--- src/rtl/reg_arb_pkg.sv ---
// Shared types and constants for the shared-register arbiter.
// Imported by the arbiter top and its round-robin picker.
package reg_arb_pkg;

    typedef enum logic [1:0] {
        IDLE  = 2'd0,
        WRITE = 2'd1,
        CHECK = 2'd2
    } state_t;

    localparam logic OP_LOAD  = 1'b0;
    localparam logic OP_CLEAR = 1'b1;

    localparam int ERR_CNT_W = 8;

    function automatic logic [ERR_CNT_W-1:0] sat_inc(
        input logic [ERR_CNT_W-1:0] v
    );
        return (&v) ? v : v + 1'b1;
    endfunction

endpackage

--- src/rtl/reg_share_arbiter_rr_pick.sv ---
// Round-robin picker: rotate by ptr, take the lowest set bit,
// then rotate the winner back into requester numbering.
module rr_pick
    import reg_arb_pkg::*;
#(
    parameter int NREQ = 4,
    parameter int IW   = 2
) (
    input  logic [NREQ-1:0] req,
    input  logic [IW-1:0]   ptr,
    output logic            any,
    output logic [NREQ-1:0] onehot,
    output logic [IW-1:0]   idx
);

    localparam logic [IW:0] NQ = (IW+1)'(NREQ);

    logic [NREQ-1:0] rot;
    logic [IW-1:0]   enc;
    logic            found;
    logic [IW:0]     j;
    logic [IW:0]     s;

    // Rotate, priority-encode from bit 0, and un-rotate modulo NREQ.
    always_comb begin
        rot   = '0;
        enc   = '0;
        found = 1'b0;
        j     = '0;
        s     = '0;
        for (int i = 0; i < NREQ; i++) begin
            j = (IW+1)'(i) + {1'b0, ptr};
            if (j >= NQ) begin
                j = j - NQ;
            end
            rot[i] = req[j[IW-1:0]];
        end
        for (int i = 0; i < NREQ; i++) begin
            if (!found && rot[i]) begin
                found = 1'b1;
                enc   = IW'(i);
            end
        end
        s = {1'b0, enc} + {1'b0, ptr};
        if (s >= NQ) begin
            s = s - NQ;
        end
        any    = |req;
        idx    = s[IW-1:0];
        onehot = any ? (NREQ'(1) << idx) : '0;
    end

endmodule

--- src/rtl/reg_share_arbiter.sv ---
// Serialises load/clear requests onto one shared en/sclr register
// and confirms each write by reading the register back.
module reg_share_arbiter
    import reg_arb_pkg::*;
#(
    parameter int NREQ  = 4,
    parameter int WIDTH = 4
) (
    input  logic                  clk,
    input  logic                  sclr,
    input  logic [NREQ-1:0]       req,
    input  logic [NREQ-1:0]       clr_op,
    input  logic [NREQ*WIDTH-1:0] wdata,
    output logic [NREQ-1:0]       gnt,
    output logic [NREQ-1:0]       ack,
    output logic                  err,
    output logic [ERR_CNT_W-1:0]  err_cnt,
    output logic                  busy,
    output logic                  reg_en,
    output logic                  reg_sclr,
    output logic [WIDTH-1:0]      reg_d,
    input  logic [WIDTH-1:0]      reg_q
);

    localparam int IW = (NREQ > 1) ? $clog2(NREQ) : 1;

    state_t          state;
    logic [IW-1:0]   ptr;
    logic [IW-1:0]   idx;
    logic [IW-1:0]   next_ptr;
    logic            op;
    logic [WIDTH-1:0] data;
    logic [WIDTH-1:0] expected;

    logic            pick_any;
    logic [NREQ-1:0] pick_oh;
    logic [IW-1:0]   pick_idx;

    rr_pick #(
        .NREQ (NREQ),
        .IW   (IW)
    ) u_pick (
        .req    (req),
        .ptr    (ptr),
        .any    (pick_any),
        .onehot (pick_oh),
        .idx    (pick_idx)
    );

    assign next_ptr = (idx == IW'(NREQ-1)) ? '0 : idx + 1'b1;

    // Transaction FSM: latch the winner at grant, release it after CHECK.
    always_ff @(posedge clk) begin
        if (sclr) begin
            state   <= IDLE;
            ptr     <= '0;
            idx     <= '0;
            op      <= OP_LOAD;
            data    <= '0;
            gnt     <= '0;
            err_cnt <= '0;
        end else begin
            unique case (state)
                IDLE: begin
                    if (pick_any) begin
                        idx   <= pick_idx;
                        op    <= clr_op[pick_idx];
                        data  <= wdata[pick_idx*WIDTH +: WIDTH];
                        gnt   <= pick_oh;
                        state <= WRITE;
                    end
                end
                WRITE: begin
                    state <= CHECK;
                end
                CHECK: begin
                    state <= IDLE;
                    gnt   <= '0;
                    ptr   <= next_ptr;
                    if (err) begin
                        err_cnt <= sat_inc(err_cnt);
                    end
                end
                default: begin
                    state <= IDLE;
                end
            endcase
        end
    end

    // Moore decode of register drive, ack and read-back check.
    always_comb begin
        reg_en   = 1'b0;
        reg_sclr = 1'b0;
        reg_d    = '0;
        ack      = '0;
        err      = 1'b0;
        busy     = (state != IDLE);
        expected = (op == OP_LOAD) ? data : '0;
        unique case (1'b1)
            (state == WRITE): begin
                reg_en   = 1'b1;
                reg_sclr = (op == OP_CLEAR);
                reg_d    = data;
            end
            (state == CHECK): begin
                ack = NREQ'(1) << idx;
                err = (reg_q != expected);
            end
            default: begin
            end
        endcase
    end

endmodule

--- config.mk ---
export PLATFORM = sky130hd
export DESIGN_NAME = reg_share_arbiter
export DESIGN_NICKNAME = d
export VERILOG_FILES = /design/src/rtl/reg_arb_pkg.sv /design/src/rtl/reg_share_arbiter_rr_pick.sv /design/src/rtl/reg_share_arbiter.sv
export SDC_FILE = /design/constraint.sdc
export NUM_CORES = 1
export LEC_CHECK = 0
export ABC_CLOCK_PERIOD_IN_PS = 3130
export CORE_MARGIN = 8
export CORE_UTILIZATION = 47
export CTS_BUF_LIST = sky130_fd_sc_hd__clkbuf_8
export CTS_CLUSTER_DIAMETER = 30
export DETAILED_ROUTE_END_ITERATION = 16
export GPL_TIMING_DRIVEN = 1
export MAX_ROUTING_LAYER = met4
export PLACE_DENSITY_LB_ADDON = 0.1
export SLEW_MARGIN = 20
export SYNTH_ARGS = -nofsm -noshare
export SYNTH_HDL_FRONTEND = slang
export SYNTH_SLANG_ARGS = --single-unit
--- constraint.sdc ---
create_clock -name clk -period 3.13 [get_ports clk]
set_input_delay 0.313 -clock clk [delete_from_list [all_inputs] [get_ports clk]]
set_output_delay 0.313 -clock clk [all_outputs]
set_load 0.02 [all_outputs]
After elaboration in Yosys (flattened, before gate mapping). Index checks and enable logic that the tools add are counted. W data, S select, Z words.

Add/subtract/negate cells: 11. Order comparisons: 10. Equal/unequal tests: 5. Shift operators: 3. Multiplexer cells: 32. Bitwise logic cells: 1. Reduce and logical (&&, ||, !) cells: 14.

Operator list (count): $mux W2 (9); $mux W4 (4); $shiftx A16 B5 Y4 (1); $lt A2 B3 Y1 const B (5); $ge A3 B3 Y1 const B (4); $mux W1 (12); $bmux W1 S2 (5); $sub A2 B1 Y2 const B (5); $add A8 B1 Y8 const B (1); $pmux W4 S2 (1); $reduce_and A8 Y1 (1); $shl A1 B2 Y4 const A (2); $add A2 B2 Y3 const A (2); $eq A2 B2 Y1 const B (2); $ne A4 B4 Y1 (1); $pmux W2 S2 (1); $reduce_and A2 Y1 (2); $reduce_bool A2 Y1 (2); $reduce_or A4 Y1 (1); $add A1 B2 Y3 const A (1); $add A2 B2 Y3 (1); $ge A2 B3 Y1 const B (1); $logic_and A1 B1 Y1 (3); $logic_not A1 Y1 (3); 6 further kinds (6).

Bits in registers: 23. Input bits: 30. Output and inout bits: 24. Word-level logic and storage cells: 83.

Logic depth before layout (Yosys ltp). Gate-level depths: netlist (run 1).

Depth after elaboration: 20. Depth in mapped cells: 13. Depth with buffers taken out: 11.

Cells and area by module. From an unflattened synthesis (run 1), not the netlist that was laid out.

Cells, all modules: 193. Area, all modules: 1585.3 sq um.

Modules (own cells, without submodules): reg_share_arbiter (times used 1, cells each 153, area an instance 1307.5 sq um, sequential area each 460.4 sq um); rr_pick (times used 1, cells each 40, area an instance 277.8 sq um, sequential area each 0.0 sq um).

Least setup slack after synthesis (run 1). OpenSTA, ideal clock, no wires.

Path type: register to register. From: register ptr[0]. To: register data[3]. Setup time: 0.086 ns. Arrival time: 2.442 ns. Required time: 3.044 ns. Path slack: 0.603 ns. Cell stages (with the launch flop): 12. Buffers on the path: 3. Period minus slack after synthesis: 2.527 ns. Path through: dfxtp_1 -> buf_2 -> nor2_1 -> a221oi_1 -> a21oi_1 -> a211o_1 -> ha_1 -> clkbuf_1 -> buf_2 -> mux2i_1 -> a221o_1 -> a211oi_1.

Word-level cells in the longest chain between the ends: 18. Elaborated cells on any way between the ends: 40. Classes of those cells: add/sub: 9; order compare: 5; shift: 1; mux: 19; reduce/logical: 6.

Ends and longest elaborated chain: from (decl) (RTL line reg_share_arbiter.sv:28) `logic [IW-1:0] ptr;`; from (signal assigned) (RTL line reg_share_arbiter.sv:79) `ptr <= next_ptr;`; parallel branches: the longest is 14 deep, another holds $add A1 B2 Y3; $add A2 B2 Y3 * (RTL line reg_share_arbiter_rr_pick.sv:44) `s = {1'b0, enc} + {1'b0, ptr};`; $ge A3 B3 Y1 or $sub A2 B1 Y2 (tied branches) (RTL line reg_share_arbiter_rr_pick.sv:45, reg_share_arbiter_rr_pick.sv:46); $mux W2 * (RTL line reg_share_arbiter_rr_pick.sv:45) `if (s >= NQ) begin`; net pick_idx[0] (RTL line reg_share_arbiter.sv:37) `logic [IW-1:0] pick_idx;`; $shiftx A16 B5 Y4 * (RTL line reg_share_arbiter.sv:68) `data <= wdata[pick_idx*WIDTH +: WIDTH];`; to (signal assigned) (RTL line reg_share_arbiter.sv:68); to (decl) (RTL line reg_share_arbiter.sv:32) `logic [WIDTH-1:0] data;`.

Mark *: on every way through the listed nets, which the timed path passes. The select of a mux whose other input is x is not followed. A chain may end at the register's enable or synchronous reset.

Worst setup path after layout (run 1).
From: input port req[0]. To: register data[0].

Word-level cells in the longest chain between the ends: 16. Elaborated cells on any way between the ends: 27. Classes of those cells: add/sub: 2; order compare: 1; shift: 1; mux: 15; reduce/logical: 8.

Ends and longest elaborated chain: from (decl) (RTL line reg_share_arbiter.sv:11) `input logic [NREQ-1:0] req,`; $bmux W1 S2 (RTL line reg_share_arbiter_rr_pick.sv:36) `rot[i] = req[j[IW-1:0]];`; $mux W1 (not written as such) (RTL line reg_share_arbiter_rr_pick.sv:36); $mux W1 (RTL line reg_share_arbiter_rr_pick.sv:39) `if (!found && rot[i]) begin`; $logic_not A1 Y1 (RTL line reg_share_arbiter_rr_pick.sv:39); $logic_and A1 B1 Y1 (RTL line reg_share_arbiter_rr_pick.sv:39); $mux W1 (RTL line reg_share_arbiter_rr_pick.sv:39); $logic_not A1 Y1 (RTL line reg_share_arbiter_rr_pick.sv:39); $logic_and A1 B1 Y1 (RTL line reg_share_arbiter_rr_pick.sv:39); $mux W1 (RTL line reg_share_arbiter_rr_pick.sv:39); $logic_not A1 Y1 (RTL line reg_share_arbiter_rr_pick.sv:39); $logic_and A1 B1 Y1 (RTL line reg_share_arbiter_rr_pick.sv:39); $mux W2 * (RTL line reg_share_arbiter_rr_pick.sv:39); $add A2 B2 Y3 * (RTL line reg_share_arbiter_rr_pick.sv:44); $ge A3 B3 Y1 or $sub A2 B1 Y2 (tied branches) (RTL line reg_share_arbiter_rr_pick.sv:45, reg_share_arbiter_rr_pick.sv:46); $mux W2 * (RTL line reg_share_arbiter_rr_pick.sv:45); net pick_idx[0] (RTL line reg_share_arbiter.sv:37); $shiftx A16 B5 Y4 * (RTL line reg_share_arbiter.sv:68).

The timed path passes the listed nets; every way through them passes the cells marked *. The select of a mux whose other input is x is not followed.

==> impl_metrics.csv, run 1 <==
group,metric,value,unit
outcome,status,"finished, final reports clean",
worst_setup_path,rrSetupSlack,0.35,ns
yosys,synthTopCellsByArea,"dfxtp_1, mux2i_1, nor2_1, xnor2_1, ha_1",
cells_and_area,fin_util,0.6594,
worst_setup_path,worstPathRequired,3.29,ns
power_and_ir_drop,power.internal,0.5574,mW
power_and_ir_drop,power_frac_comb,0.362,
sta,slew_headroom,0.4610,
power_and_ir_drop,powerDensity,380.6,nW/um2
yosys,ys_ff_latch,23,
grt,grt_pass1_wl,6789,um
worst_setup_path,arrival,3.00,ns
clocking,htree_levels,1,
clocking,ctsResizeCount,0,
drt,drt-vias-per-instance,5.470,
yosys,netlist_instances,190,
cells_and_area,seqCellArea,460.4,um2
sta,drv_slew,0,
clocking,clkSinkCount,23,
power_and_ir_drop,switching_share,0.3238,
yosys,syn_nets,226,
clocking,ctsHoldBuffers,0,
clocking,numCtsBuffers,3,
yosys,syn-cell-area,1569,um2
worst_setup_path,crit_fanout,13,
yosys,synth.avg_cell_area,8.258,um2
worst_setup_path,r2r_end,"data[0]",
drt,drt_first_pass_iters,4,
die,core_area,3284,um2
yosys,synth_flop_cell,"dfxtp_1",
sta,worstMarginPinSlew,0.8060,ns
sta,fin_crit,2.832,ns
power_and_ir_drop,power,0.8244,mW
worst_setup_path,start_kind,"primary input",
clocking,cts_setup_buffers,0,
drt,routed_wl,3987,um
drt,post-route-drc-count,0,
placed_design,port_buffers,53,
clocking,root_buffer,"clkbuf_8",
yosys,yosysTopAreaCell,"dfxtp_1",
min_path,hold_depth,1,
yosys,yosysUniqueCellTypes,43,
grt,grt_usage,0.1562,
clocking,clkSlewWorstSetupHoldPaths,0.08,ns
worst_setup_path,cp-end-kind,"register",
min_path,worstHoldStart,"err_cnt[6]",
cells_and_area,drive_gt1_frac,0.05439,
min_path,hold_class,"reg2reg",
sta,skew,0.005196,ns
grt,antenna_found_initial,0,
yosys,yosys_warnings,0,
cells_and_area,antenna_cells,0,
clocking,clockBufferDepth,2,
power_and_ir_drop,ir_drop,0.1765,mV
die,row_count,21,
placed_design,dp_hpwl,3232,um
power_and_ir_drop,p_leak,0.7863,nW
grt,use_met1,0.1652,
die,start_util,0.4777,
die,ios,54,
power_and_ir_drop,netSwitchingPower,0.2669,mW
flow_run,cap_violations,0,
die,die_h,73.78,um
drt,drt-initial-drc-count,54,
drt,ant_nets,0,
worst_setup_path,crit_type,"in2reg",
grt,grt.overflow.total,0,
clocking,clkLatencyLatePin,0.26,ns
cells_and_area,fill_cells,289,
grt,grt_max_degree,26,
clocking,cts_tree,"yes",
die,die_area,5443,um2
cells_and_area,multi_input_area,1049,um2
worst_setup_path,rr_startpoint,"ptr[0]",
yosys,synth_top_area_frac,0.2935,
die,chipWidth,73.78,um
yosys,seq_area_frac_synth,0.2935,
yosys,synth-async-reset-ratio,0,
min_path,hold_path_end,"err_cnt[6]",
sta,grt_setup_unrepaired,"no",
grt,met3_usage,0.01774,
grt,grt_pass1_vias,1579,
drt,avgRoutedWirePerCell,13.99,um
yosys,synth-edff-count,0,
cells_and_area,final_nets,276,
grt,grt_use_met2,0.2923,
cells_and_area,area_growth,38.04,%
sta,finalSetupTns,0,ns
power_and_ir_drop,clkPwrFrac,0.216,
sta,fmax,0.3531,GHz
sta,hold_viol,0,
worst_setup_path,rr_worst_depth,8,
power_and_ir_drop,power.share.sequential,0.422,
drt,via_count,1559,
sta,fin_crit_sh,0.9048,
grt,busiest_layer,"met2",
sta,finalSetupViolCount,0,
placed_design,gpl.final_weighted_congestion,0.8653,
-- registers in the layout (all words and copies together), names as in the netlist --
signal and flops:
err_cnt 8, data 4, gnt 4, idx 2, ptr 2, state 2
op 1
-- synthesized netlist by cell type, types with 2 or more instances --
cell type and count:
ha_1 6, nor3_1 6, buf_4 2, nor2b_1 5, nor4_1 2, a21oi_1 8
nor4b_2 2, nand4b_1 4, inv_1 4, nand3_1 4, a221o_1 5, and2b_1 2
nor4b_1 2, a22oi_1 5, and2_1 8, buf_2 3, nor2_1 25, nand2_1 12
dfxtp_1 23, nor2_2 2, o211ai_1 2, o21a_1 2, clkbuf_1 4, mux2i_1 11
o21ai_0 7, xnor2_1 10, a32oi_1 2, a211oi_1 7
-- cell type report --
| cell class | count | area share |
|---|---|---|
| inverter | 4 | 0.006932 |
| clock buffer | 3 | 0.01906 |
| clock inverter | 1 | 0.002311 |
| sequential | 23 | 0.2126 |
| multi-input combinational | 154 | 0.4841 |
| tap | 46 | 0.02657 |
| timing repair buffer | 54 | 0.2484 |
-- logic make-up (layout without fill, tap and decap cells) --
kind of cell | Yosys count | count (layout) | share of synthesized area
simple gates | 82 | 82 | 0.2863
compound gates | 44 | 44 | 0.2026
flops | 23 | 23 | 0.2935
buf+inv | 13 | 62 | 0.03827
xor+xnor | 11 | 11 | 0.06140
mux | 11 | 11 | 0.07018
fa+ha+maj | 6 | 6 | 0.04785
-- placed cells by master, fill, tap and decap left out, types with 3 or more instances in the layout --
master | netlist | routed
clkdlybuf4s50_1 | 0 | 53
nor2_1 | 25 | 25
dfxtp_1 | 23 | 23
nand2_1 | 12 | 12
mux2i_1 | 11 | 11
xnor2_1 | 10 | 10
a21oi_1 | 8 | 8
and2_1 | 8 | 8
o21ai_0 | 7 | 7
a211oi_1 | 7 | 7
nor3_1 | 6 | 6
ha_1 | 6 | 6
nor2b_1 | 5 | 5
a221o_1 | 5 | 5
a22oi_1 | 5 | 5
inv_1 | 4 | 4
nand3_1 | 4 | 4
nand4b_1 | 4 | 4
clkbuf_8 | 0 | 3
-- layer usage --
metal | share of wire | vias up
met3 | 0.035 | 5
met5 | 0 | -
met2 | 0.54 | 42
li1 | - | 793
met1 | 0.42 | 719
met4 | 0.010 | 0
-- power by group through the flow --
stage / combinational, mW / clock [mW] / sequential [mW]
floorplan: 0.189 / 0 / 0.353
finish: 0.298 / 0.178 / 0.348
detailed placement: 0.299 / 0 / 0.355
CTS: 0.300 / 0.184 / 0.348
global placement: 0.288 / 0 / 0.353
global route: 0.327 / 0.198 / 0.355
-- metrics by stage --
step | setup WS (ns) | instance area, um2 | hold slack [ns] | cells
2_1_floorplan | 0.6025 | 1569 | 0.4829 | 190
3_3_place_gp | 0.1404 | 2120 | 0.4938 | 281
3_5_place_dp | 0.03306 | 2120 | 0.5045 | 281
4_1_cts | 0.3078 | 2166 | 0.5180 | 285
5_1_grt | 0.1372 | 2166 | 0.5450 | 285
6_report | 0.2979 | 2166 | 0.5066 | 285
-- worst max-delay path by stage --
stage                     startpoint  endpoint  slack [ns]
after detailed placement      req[0]   data[1]        0.03
after floorplan               ptr[0]   data[3]        0.60
after CTS                     req[0]   data[1]        0.31
after global placement        req[0]   data[0]        0.14
final                         req[0]   data[0]        0.30
after global routing          req[0]   data[0]        0.14
-- critical path: stages --
cell and delay [ns]:
clkdlybuf4s50_1 0.59, nor2_1 0.06, a221oi_1 0.30, a21oi_1 0.06, a211o_1 0.24, ha_1 0.65
mux2i_1 0.19, a221o_1 0.38, a211oi_1 0.21
Power figures use the tool's default switching activity.
==> run 2, diff against run 1 <==
--- a/config.mk
+++ b/config.mk
@@ -13,7 +13,7 @@
 export DETAILED_ROUTE_END_ITERATION = 16
 export GPL_TIMING_DRIVEN = 1
 export MAX_ROUTING_LAYER = met4
-export PLACE_DENSITY_LB_ADDON = 0.1
+export PLACE_DENSITY_LB_ADDON = 0.2
 export SLEW_MARGIN = 20
 export SYNTH_ARGS = -nofsm -noshare
 export SYNTH_HDL_FRONTEND = slang
==> impl_metrics.csv, run 2 (synthesized netlist as in run 1, its figures left out) <==
group,metric,value,unit
drt,post-route-drc-count,0,
min_path,worstHoldStart,"err_cnt[6]",
drt,ant_nets,0,
sta,finalSetupViolCount,0,
die,chipWidth,73.78,um
grt,grt_usage,0.1448,
worst_setup_path,rr_startpoint,"ptr[0]",
worst_setup_path,worstPathRequired,3.30,ns
placed_design,place_area,2135,um2
cells_and_area,instances_no_fill,287,
power_and_ir_drop,ir_drop,0.1680,mV
cells_and_area,final_nets,278,
clocking,htree_levels,1,
clocking,clkLatencyLatePin,0.26,ns
die,ios,54,
clocking,clockBufferDepth,2,
drt,drt-initial-drc-count,45,
worst_setup_path,crit_type,"reg2reg",
grt,grt.overflow.total,0,
worst_setup_path,r2r_end,"data[3]",
clocking,cts_tree,"yes",
sta,skew,0.002114,ns
sta,fmax,0.3564,GHz
grt,grt_pass1_vias,1466,
flow_run,cap_violations,0,
worst_setup_path,cp-startpoint,"ptr[0]",
cells_and_area,fill_cells,303,
drt,avgRoutedWirePerCell,13.28,um
cells_and_area,max_flop_register,"err_cnt",
worst_setup_path,cp-end-kind,"register",
die,core_area,3284,um2
clocking,cts_setup_buffers,0,
drt,routed_wl,3810,um
sta,fin_crit,2.806,ns
clocking,root_buffer,"clkbuf_8",
cells_and_area,design_area,2180,um2
clocking,clkSinkCount,23,
cells_and_area,final_cell_mix,"clkdlybuf4s50_1, nor2_1, dfxtp_1",
min_path,hold_path_end,"err_cnt[6]",
min_path,hold_depth,1,
placed_design,port_buffers,53,
sta,worst_hold_slack,0.5123,ns
clocking,clkSlewWorstSetupHoldPaths,0.08,ns
cells_and_area,multi_input_area,1049,um2
sta,drv_slew,0,
outcome,status,"finished, final reports clean",
cells_and_area,final_common_cell,"clkdlybuf4s50_1",
sta,fin_crit_sh,0.8964,
cells_and_area,seqCellArea,460.4,um2
placed_design,dp_cells,283,
grt,grt_max_degree,19,
worst_setup_path,start_kind,"register",
sta,slew_headroom,0.5663,
drt,drt_first_pass_iters,4,
cells_and_area,area_growth,38.92,%
sta,finalSetupTns,0,ns
cells_and_area,largest_reg_flops,8,
cells_and_area,drive_gt1_frac,0.05809,
clocking,ctsResizeCount,0,
placed_design,gpl.final_weighted_congestion,0.7472,
min_path,hold_class,"reg2reg",
die,row_count,21,
clocking,ctsHoldBuffers,0,
sta,grt_setup_unrepaired,"no",
cells_and_area,top_regs,"err_cnt: 8 flops, data: 4 flops, gnt: 4 flops",
power_and_ir_drop,p_leak,0.7974,nW
die,die_area,5443,um2
sta,worstMarginPinSlew,0.6505,ns
worst_setup_path,rrSetupSlack,0.32,ns
worst_setup_path,arrival,2.97,ns
die,die_h,73.78,um
cells_and_area,antenna_cells,0,
drt,via_count,1544,
clocking,numCtsBuffers,3,
power_and_ir_drop,powerDensity,378.2,nW/um2
drt,drt-vias-per-instance,5.380,
die,start_util,0.4777,
worst_setup_path,rr_worst_depth,8,
worst_setup_path,crit_fanout,13,
grt,grt_pass1_wl,6382,um
grt,antenna_found_initial,0,
sta,hold_viol,0,
placed_design,dp_hpwl,3044,um
==> run 2: cell count changes in the layout (fill, tap and decap cells not counted), sizes merged <==
cell    change
buf         +2
clkinv      -1
inv         +1
==> run 2: area by class of cell <==
class	count	area share
Multi-Input combinational cell	154	0.4811
Inverter	4	0.006889
Sequential cell	23	0.2113
Clock buffer	3	0.01894
Clock inverter	1	0.001722
Tap cell	46	0.02641
Timing Repair Buffer	56	0.2537
==> run 2: through the flow <==
stage,util,worst slack (ns),power [mW]
floorplan,-,0.6025,0.5423
global placement,0.6499,0.1779,0.6482
detailed placement,0.6499,0.09157,0.6533
CTS,0.6636,0.3314,0.8277
global route,0.6636,0.1401,0.8710
finish,0.6636,0.3241,0.8244
==> run 2: how the worst max path moves through the flow <==
stage | endpoint | slack (ns) | cells past startpoint
3_3_place_gp | data[1] | 0.18 | 9
3_5_place_dp | data[3] | 0.09 | 9
4_1_cts | data[3] | 0.33 | 8
2_1_floorplan | data[3] | 0.60 | 11
5_1_grt | data[3] | 0.14 | 8
6_report | data[3] | 0.32 | 8
==> run 2: layer usage <==
metal	global-route usage	routed length, um	vias to the layer above
li1	-	-	791
met1	0.1744	1821	716
met2	0.2480	1827	35
met3	0.01910	128	2
met4	0.03326	31	0
met5	-	0	-
==> run 2: power by group <==
part	total (mW)	switching, mW	internal (mW)
logic	0.297	0.145	0.152
clock network	0.179	0.0917	0.0874
registers	0.348	0.0308	0.318
total	0.824	0.267	0.557
==> run 2: worst max-delay path: stages (launching register included) <==
cell      delay [ns]
dfxtp_1         0.56
nor2_1          0.11
a221oi_1        0.30
a21oi_1         0.08
a211o_1         0.24
ha_1            0.66
mux2i_1         0.19
a221o_1         0.38
a211oi_1        0.21
